### src/rtl/alu_stream_if.sv
// Command and result handshake bundle for alu_stream_unit.
interface alu_stream_if #(parameter int WIDTH = 8);
   logic             in_valid;
   logic             in_ready;
   logic [2:0]       in_op;
   logic [WIDTH-1:0] in_a;
   logic [WIDTH-1:0] in_b;
   logic [WIDTH-1:0] data_out;
   logic [2:0]       data_type;
   logic [3:0]       flags;
   logic             out_valid;
   logic             out_ready;

   modport master (
      output in_valid, in_op, in_a, in_b, out_ready,
      input  in_ready, data_out, data_type, flags, out_valid
   );

   modport slave (
      input  in_valid, in_op, in_a, in_b, out_ready,
      output in_ready, data_out, data_type, flags, out_valid
   );
endinterface

### src/rtl/alu_stream_unit.sv
// Streaming ALU: one registered compute stage feeding a show-ahead result FIFO.
module alu_stream_unit #(
   parameter int WIDTH    = 8,
   parameter int DEPTH    = 4,
   parameter int SATURATE = 0,
   parameter int CNT_W    = 16
) (
   input  logic             clk,
   input  logic             rst,
   alu_stream_if.slave      bus,
   output logic [CNT_W-1:0] result_count
);
   localparam int AW = $clog2(DEPTH);

   typedef struct packed {
      logic [WIDTH-1:0] res;
      logic [2:0]       op;
      logic [3:0]       flags;
   } entry_t;

   logic [WIDTH-1:0] a, b, res;
   logic [WIDTH:0]   add_x, sub_x;
   logic             c, v;
   entry_t           alu_e;

   assign a     = bus.in_a;
   assign b     = bus.in_b;
   assign add_x = {1'b0, a} + {1'b0, b};
   assign sub_x = {1'b0, a} - {1'b0, b};

   always_comb begin
      res = '0;
      c   = 1'b0;
      v   = 1'b0;
      case (bus.in_op)
         3'd0: begin
            res = add_x[WIDTH-1:0];
            c   = add_x[WIDTH];
            v   = (a[WIDTH-1] == b[WIDTH-1]) && (res[WIDTH-1] != a[WIDTH-1]);
         end
         3'd1: begin
            res = sub_x[WIDTH-1:0];
            c   = sub_x[WIDTH];
            v   = (a[WIDTH-1] != b[WIDTH-1]) && (res[WIDTH-1] != a[WIDTH-1]);
         end
         3'd2: res = a & b;
         3'd3: res = a | b;
         3'd4: res = a ^ b;
         3'd5: res = ~a;
         3'd6: begin
            res = {a[WIDTH-2:0], 1'b0};
            c   = a[WIDTH-1];
         end
         default: begin
            res = {a[WIDTH-1], a[WIDTH-1:1]};
            c   = a[0];
         end
      endcase
      // Overflow direction follows the sign of a for both ADD and SUB.
      if (SATURATE != 0 && v)
         res = a[WIDTH-1] ? {1'b1, {(WIDTH-1){1'b0}}} : {1'b0, {(WIDTH-1){1'b1}}};
      alu_e.res   = res;
      alu_e.op    = bus.in_op;
      alu_e.flags = {res == '0, res[WIDTH-1], c, v};
   end

   logic            stage_vld_q, stage_vld_d;
   entry_t          stage_q, stage_d;
   entry_t          mem_q [DEPTH];
   logic [AW-1:0]   wr_ptr_q, wr_ptr_d, rd_ptr_q, rd_ptr_d;
   logic [AW:0]     cnt_q, cnt_d;
   logic [CNT_W-1:0] res_cnt_q, res_cnt_d;
   logic [AW+1:0]   occ;
   logic            accept, push, pop, out_vld;
   entry_t          head;

   // The stage entry already holds a slot, so occupancy counts it.
   assign occ          = {1'b0, cnt_q} + {{(AW+1){1'b0}}, stage_vld_q};
   assign bus.in_ready = occ < (AW+2)'(DEPTH);
   assign accept       = bus.in_valid && bus.in_ready && !rst;
   assign out_vld      = cnt_q != '0;
   assign push         = stage_vld_q;
   assign pop          = out_vld && bus.out_ready;

   always_comb begin
      stage_vld_d = accept;
      stage_d     = alu_e;
      wr_ptr_d    = push ? wr_ptr_q + 1'b1 : wr_ptr_q;
      rd_ptr_d    = pop  ? rd_ptr_q + 1'b1 : rd_ptr_q;
      res_cnt_d   = pop  ? res_cnt_q + 1'b1 : res_cnt_q;
      cnt_d       = cnt_q;
      if (push && !pop)
         cnt_d = cnt_q + 1'b1;
      else if (!push && pop)
         cnt_d = cnt_q - 1'b1;
   end

   always_ff @(posedge clk) begin
      if (rst) begin
         stage_vld_q <= 1'b0;
         stage_q     <= '0;
         wr_ptr_q    <= '0;
         rd_ptr_q    <= '0;
         cnt_q       <= '0;
         res_cnt_q   <= '0;
      end else begin
         stage_vld_q <= stage_vld_d;
         stage_q     <= stage_d;
         wr_ptr_q    <= wr_ptr_d;
         rd_ptr_q    <= rd_ptr_d;
         cnt_q       <= cnt_d;
         res_cnt_q   <= res_cnt_d;
      end
   end

   always_ff @(posedge clk) begin
      if (push)
         mem_q[wr_ptr_q] <= stage_q;
   end

   assign head          = mem_q[rd_ptr_q];
   assign bus.out_valid = out_vld;
   assign bus.data_out  = out_vld ? head.res   : '0;
   assign bus.data_type = out_vld ? head.op    : '0;
   assign bus.flags     = out_vld ? head.flags : '0;
   assign result_count  = res_cnt_q;
endmodule

### src/flat_wrapper.sv
// flat-port wrapper written by rule: the top's interface ports become plain ports
module alu_stream_unit_flat 
#(
   parameter int WIDTH    = 8,
   parameter int DEPTH    = 4,
   parameter int SATURATE = 0,
   parameter int CNT_W    = 16
)
  (clk, rst, result_count, bus_in_valid, bus_in_op, bus_in_a, bus_in_b, bus_out_ready, bus_in_ready, bus_data_out, bus_data_type, bus_flags, bus_out_valid);
  alu_stream_if #(.WIDTH(WIDTH)) bus_i ();
  input  logic clk;
  input  logic rst;
  output logic [CNT_W-1:0] result_count;
  input wire logic [$bits(bus_i.in_valid)-1:0] bus_in_valid;
  input wire logic [$bits(bus_i.in_op)-1:0] bus_in_op;
  input wire logic [$bits(bus_i.in_a)-1:0] bus_in_a;
  input wire logic [$bits(bus_i.in_b)-1:0] bus_in_b;
  input wire logic [$bits(bus_i.out_ready)-1:0] bus_out_ready;
  output wire logic [$bits(bus_i.in_ready)-1:0] bus_in_ready;
  output wire logic [$bits(bus_i.data_out)-1:0] bus_data_out;
  output wire logic [$bits(bus_i.data_type)-1:0] bus_data_type;
  output wire logic [$bits(bus_i.flags)-1:0] bus_flags;
  output wire logic [$bits(bus_i.out_valid)-1:0] bus_out_valid;
  assign bus_i.in_valid = bus_in_valid;
  assign bus_i.in_op = bus_in_op;
  assign bus_i.in_a = bus_in_a;
  assign bus_i.in_b = bus_in_b;
  assign bus_i.out_ready = bus_out_ready;
  assign bus_in_ready = bus_i.in_ready;
  assign bus_data_out = bus_i.data_out;
  assign bus_data_type = bus_i.data_type;
  assign bus_flags = bus_i.flags;
  assign bus_out_valid = bus_i.out_valid;
  alu_stream_unit #(.WIDTH(WIDTH), .DEPTH(DEPTH), .SATURATE(SATURATE), .CNT_W(CNT_W)) u_core (.clk(clk), .rst(rst), .bus(bus_i), .result_count(result_count));
endmodule
### config.mk
export PLATFORM = sky130hd
export DESIGN_NAME = alu_stream_unit_flat
export DESIGN_NICKNAME = d
export VERILOG_FILES = /design/src/rtl/alu_stream_if.sv /design/src/rtl/alu_stream_unit.sv /design/src/flat_wrapper.sv
export SDC_FILE = /design/constraint.sdc
export NUM_CORES = 1
export LEC_CHECK = 0
export BUFFER_PORTS_ARGS = -buffer_cell sky130_fd_sc_hd__clkbuf_2
export CAP_MARGIN = 20
export CORE_UTILIZATION = 59
export DETAILED_ROUTE_END_ITERATION = 10
export PLACE_DENSITY = 0.8
export SYNTH_ARGS = -nofsm -noshare
export SYNTH_HDL_FRONTEND = slang
export SYNTH_SLANG_ARGS = --single-unit
### constraint.sdc
create_clock -name clk -period 2.93 [get_ports clk]
set_input_delay 0 -clock clk [delete_from_list [all_inputs] [get_ports clk]]
set_output_delay 0 -clock clk [all_outputs]
set_load 0.03 [all_outputs]
==> results.md <==
* Crit end category: flop
* Class of the worst hold path: in -> reg
* Post-route core utilization at 67.11%
* Syn nets at 512
* ANT cells at 0
* Slew @ Worst Pin at 763.0 ps
* Die X at 94.47 um
* Post-synthesis sequential area ratio at 49.21%
* Reg2reg path depth at 8
* Post-Layout Inst Area at 5542 um^2
* Period minus WS final at 2318 ps
* Fin nets at 556
* CTS max path bufs at 2
* Netlist cell types at 59
* GRT Residual Overflow at 0
* Pins Over Slew Limit at 0
* Drt first pass iters at 4
* Core footprint at 8258 um^2
* Mux contribution to synthesized area at 8.284%
* Final hold slack at 18.35 ps
* Worst skew pair latency at 360 ps
* Top cells by area, synth: edfxtp_1 33%, dfxtp_1 16%, ha_1 7.4%
* RSZ-0062 raised after global routing: false
* Hold path start: bus_in_a[3]
* Setup crit start kind: flop
* #FFs+latches synth at 96
* Synth top area share at 33.33%
* Share of cells above drive strength 1 at 18.61%
* Die area at 8925 um^2
* Worst Setup SP: u_core.cnt_q[0]
* Total Wirelength at 9653 um
* Rows at 33
* DR WL/cell at 15.82 um
* TritonCTS Buffers at 9
* Adder-cell area share of the yosys netlist at 8.631%
* H-tree depth at 3
* Type of the worst setup path: reg -> reg
* WP data required at 3220 ps
* RR Endpoint: u_core.cnt_q[2]
* R2R Setup Slk at 610 ps
* Cells after Synth at 456
* End of the critical path: u_core.cnt_q[2]
* Arrival @ worst endpoint at 2610 ps
* Cell Area, Placed at 5346 um^2
* Setup skew after layout at 15.91 ps
* Starting density of the core at 61.09%
* Yosys warning total at 0
* Setup TNS at 0 ps
* 1st-iter DRT viols at 205
* Number of global-route vias before repair at 3189
* Peak supply drop at 0.2647 mV
* PortBufs at 55
* Vias per std cell at 5.715
* Leakage at 0.002200 uW
* Initial antenna violation count at 0
* Synth-to-Final Area Change at 9.846%
* Largest net degree at the start of global routing at 40
* Ys flop type: edfxtp_1
* Clock sinks at 96
* Simple-gate share of the synthesized area at 13.96%
* Largest area contributor in the netlist: edfxtp_1
* Worst-path clk slew at 110 ps
* Maximum achievable frequency at 0.4314 GHz
* Die Y at 94.47 um
* Post-Synth XOR/XNOR Area at 4.167%
* Fillers at 633
* Largest family of logic cells by synthesized area: simple AND/OR/NAND/NOR gates
* Worst R2R Start: u_core.cnt_q[0]
* DRC at 0
* Hold Fails Final Rpt at 0
* Detail Placement HPWL at 6935 um
* Syn_area_per_cell at 11.06 um^2
* Power per cell area at 655.3 nW/um^2
* Post-route ant nets at 0
* Tot GR Track Use at 22.68%
* CP max FO at 9
* Routed vias at 3486
* Area of the mapped netlist at 5045 um^2
* GPL Wtd Cong at 0.9562
* Async SR Flop Fraction at 0%
* Worst relative slew slack at 49.13%
* Post-cts sizing count at 0
* Final setup violation count at 0
* Root buffer cell: clkbuf_8
* Status: complete, no violations
* MaxCap Viol Count at 0
* # IOs at 56
* Total power at 3631 uW
* Global-route wire length before repair at 15380 um
* TritonCTS clock tree: done
* Final worst path period share at 79.12%
* Synth Area in Compound Gates at 11.14%
* EDFF count, synth at 56
[Yosys cell counts, drive strengths merged (2+ instances only)]
library cell  count
buf              18
a211oi            5
nor3b             2
fa                3
o21bai            4
o32ai             2
nor4              2
and3              3
o211ai            3
inv              30
a21o              2
o22ai             4
o311ai            2
o21ai            19
nand2b            6
edfxtp           56
nor3              7
nand3             9
nand2            23
a22o              2
nand3b            3
a221oi            4
mux4             15
xnor2            11
mux2i             8
a221o             2
and2             18
xor2             13
ha               30
dfxtp            40
a21oi            23
nor2             52
or3               6
nor2b             2
or2               2
a31oi             2
nand4             3
clkbuf            7
[stage by stage]
step / cells / worst slack (ps)
after detailed placement: 593 / 606.1
after global routing: 610 / 424.9
final: 610 / 611.8
after global placement: 593 / 743.9
after CTS: 610 / 595.1
after floorplan: 456 / 825.7
[report_power, final]
part	internal (uW)	switching (uW)	total (uW)
sequential	1530	85.0	1620
combinational	466	741	1210
clock	325	482	807
total	2320	1310	3630
[metal layers]
layer	wire length [um]	up-vias	GRT usage [%]
li1	-	1722	-
met1	4413	1656	30.71
met2	4675	98	37.86
met3	455	10	3.623
met4	108	0	6.439
met5	0	-	0
[layout make-up]
cell class | instances | area, um^2 | area share (%)
multi-input cells | 305 | 2330 | 42.04
flip-flops and latches | 96 | 2482 | 44.80
well taps | 105 | 131.4 | 2.371
inverters | 30 | 112.6 | 2.032
clock inverters | 7 | 61.31 | 1.106
clock buffers | 9 | 123.9 | 2.235
repair buffers | 58 | 300.3 | 5.419
[worst max-delay path, stage by stage, from the launching register on]
cell and delay (ps):
dfxtp_1 380, o31a_1 440, inv_1 160, ha_1 200
inv_1 70, fa_1 380, xor2_1 160, or3_1 310
a21oi_1 140
[placed cells by master, fill, tap and decap left out, types with 4 or more instances in the layout]
cell type	synthesis	routed
clkbuf_8	0	9
and2_1	18	18
mux2i_1	8	8
nor3_1	7	7
nand3_1	9	9
a21oi_1	23	23
xor2_1	13	13
o21ai_0	19	19
mux4_2	15	15
nor2_1	52	52
or3_1	6	6
dfxtp_1	40	40
ha_1	30	30
nand2_1	23	23
nand2b_1	6	6
o21bai_1	4	4
inv_1	30	30
clkbuf_2	0	55
edfxtp_1	56	56
xnor2_1	11	11
[registers in the layout (all words and copies together) (netlist names), named ones only]
signal               count
u_core.result_count     16
u_core.push              1
u_core.mem_q            56
u_core.stage_q          14
u_core.wr_ptr_q          2
u_core.cnt_q             3
u_core.rd_ptr_q          2
[cell families after synthesis]
kind of cell	count (synthesis)
flip-flops	96
adder cells (fa/ha/maj)	33
buffers and inverters	55
AO/OA/AOI/OAI	83
AND/OR/NAND/NOR	142
multiplexers	23
XOR/XNOR	24
[how the worst min path moves through the flow]
stage	to	slack [ps]	depth (start not counted)
floorplan	u_core.stage_q[0]	90	1
global placement	u_core.push	250	2
detailed placement	u_core.push	260	2
CTS	u_core.stage_q[0]	6	2
global route	u_core.stage_q[13]	20	3
finish	u_core.stage_q[9]	20	3
[repair_timing]
action,4_1_cts,5_1_grt
hold buffers,1,0
buffers inserted,0,0
endpoints found under the hold margin,1,0
(Power assumes the default switching activity.)
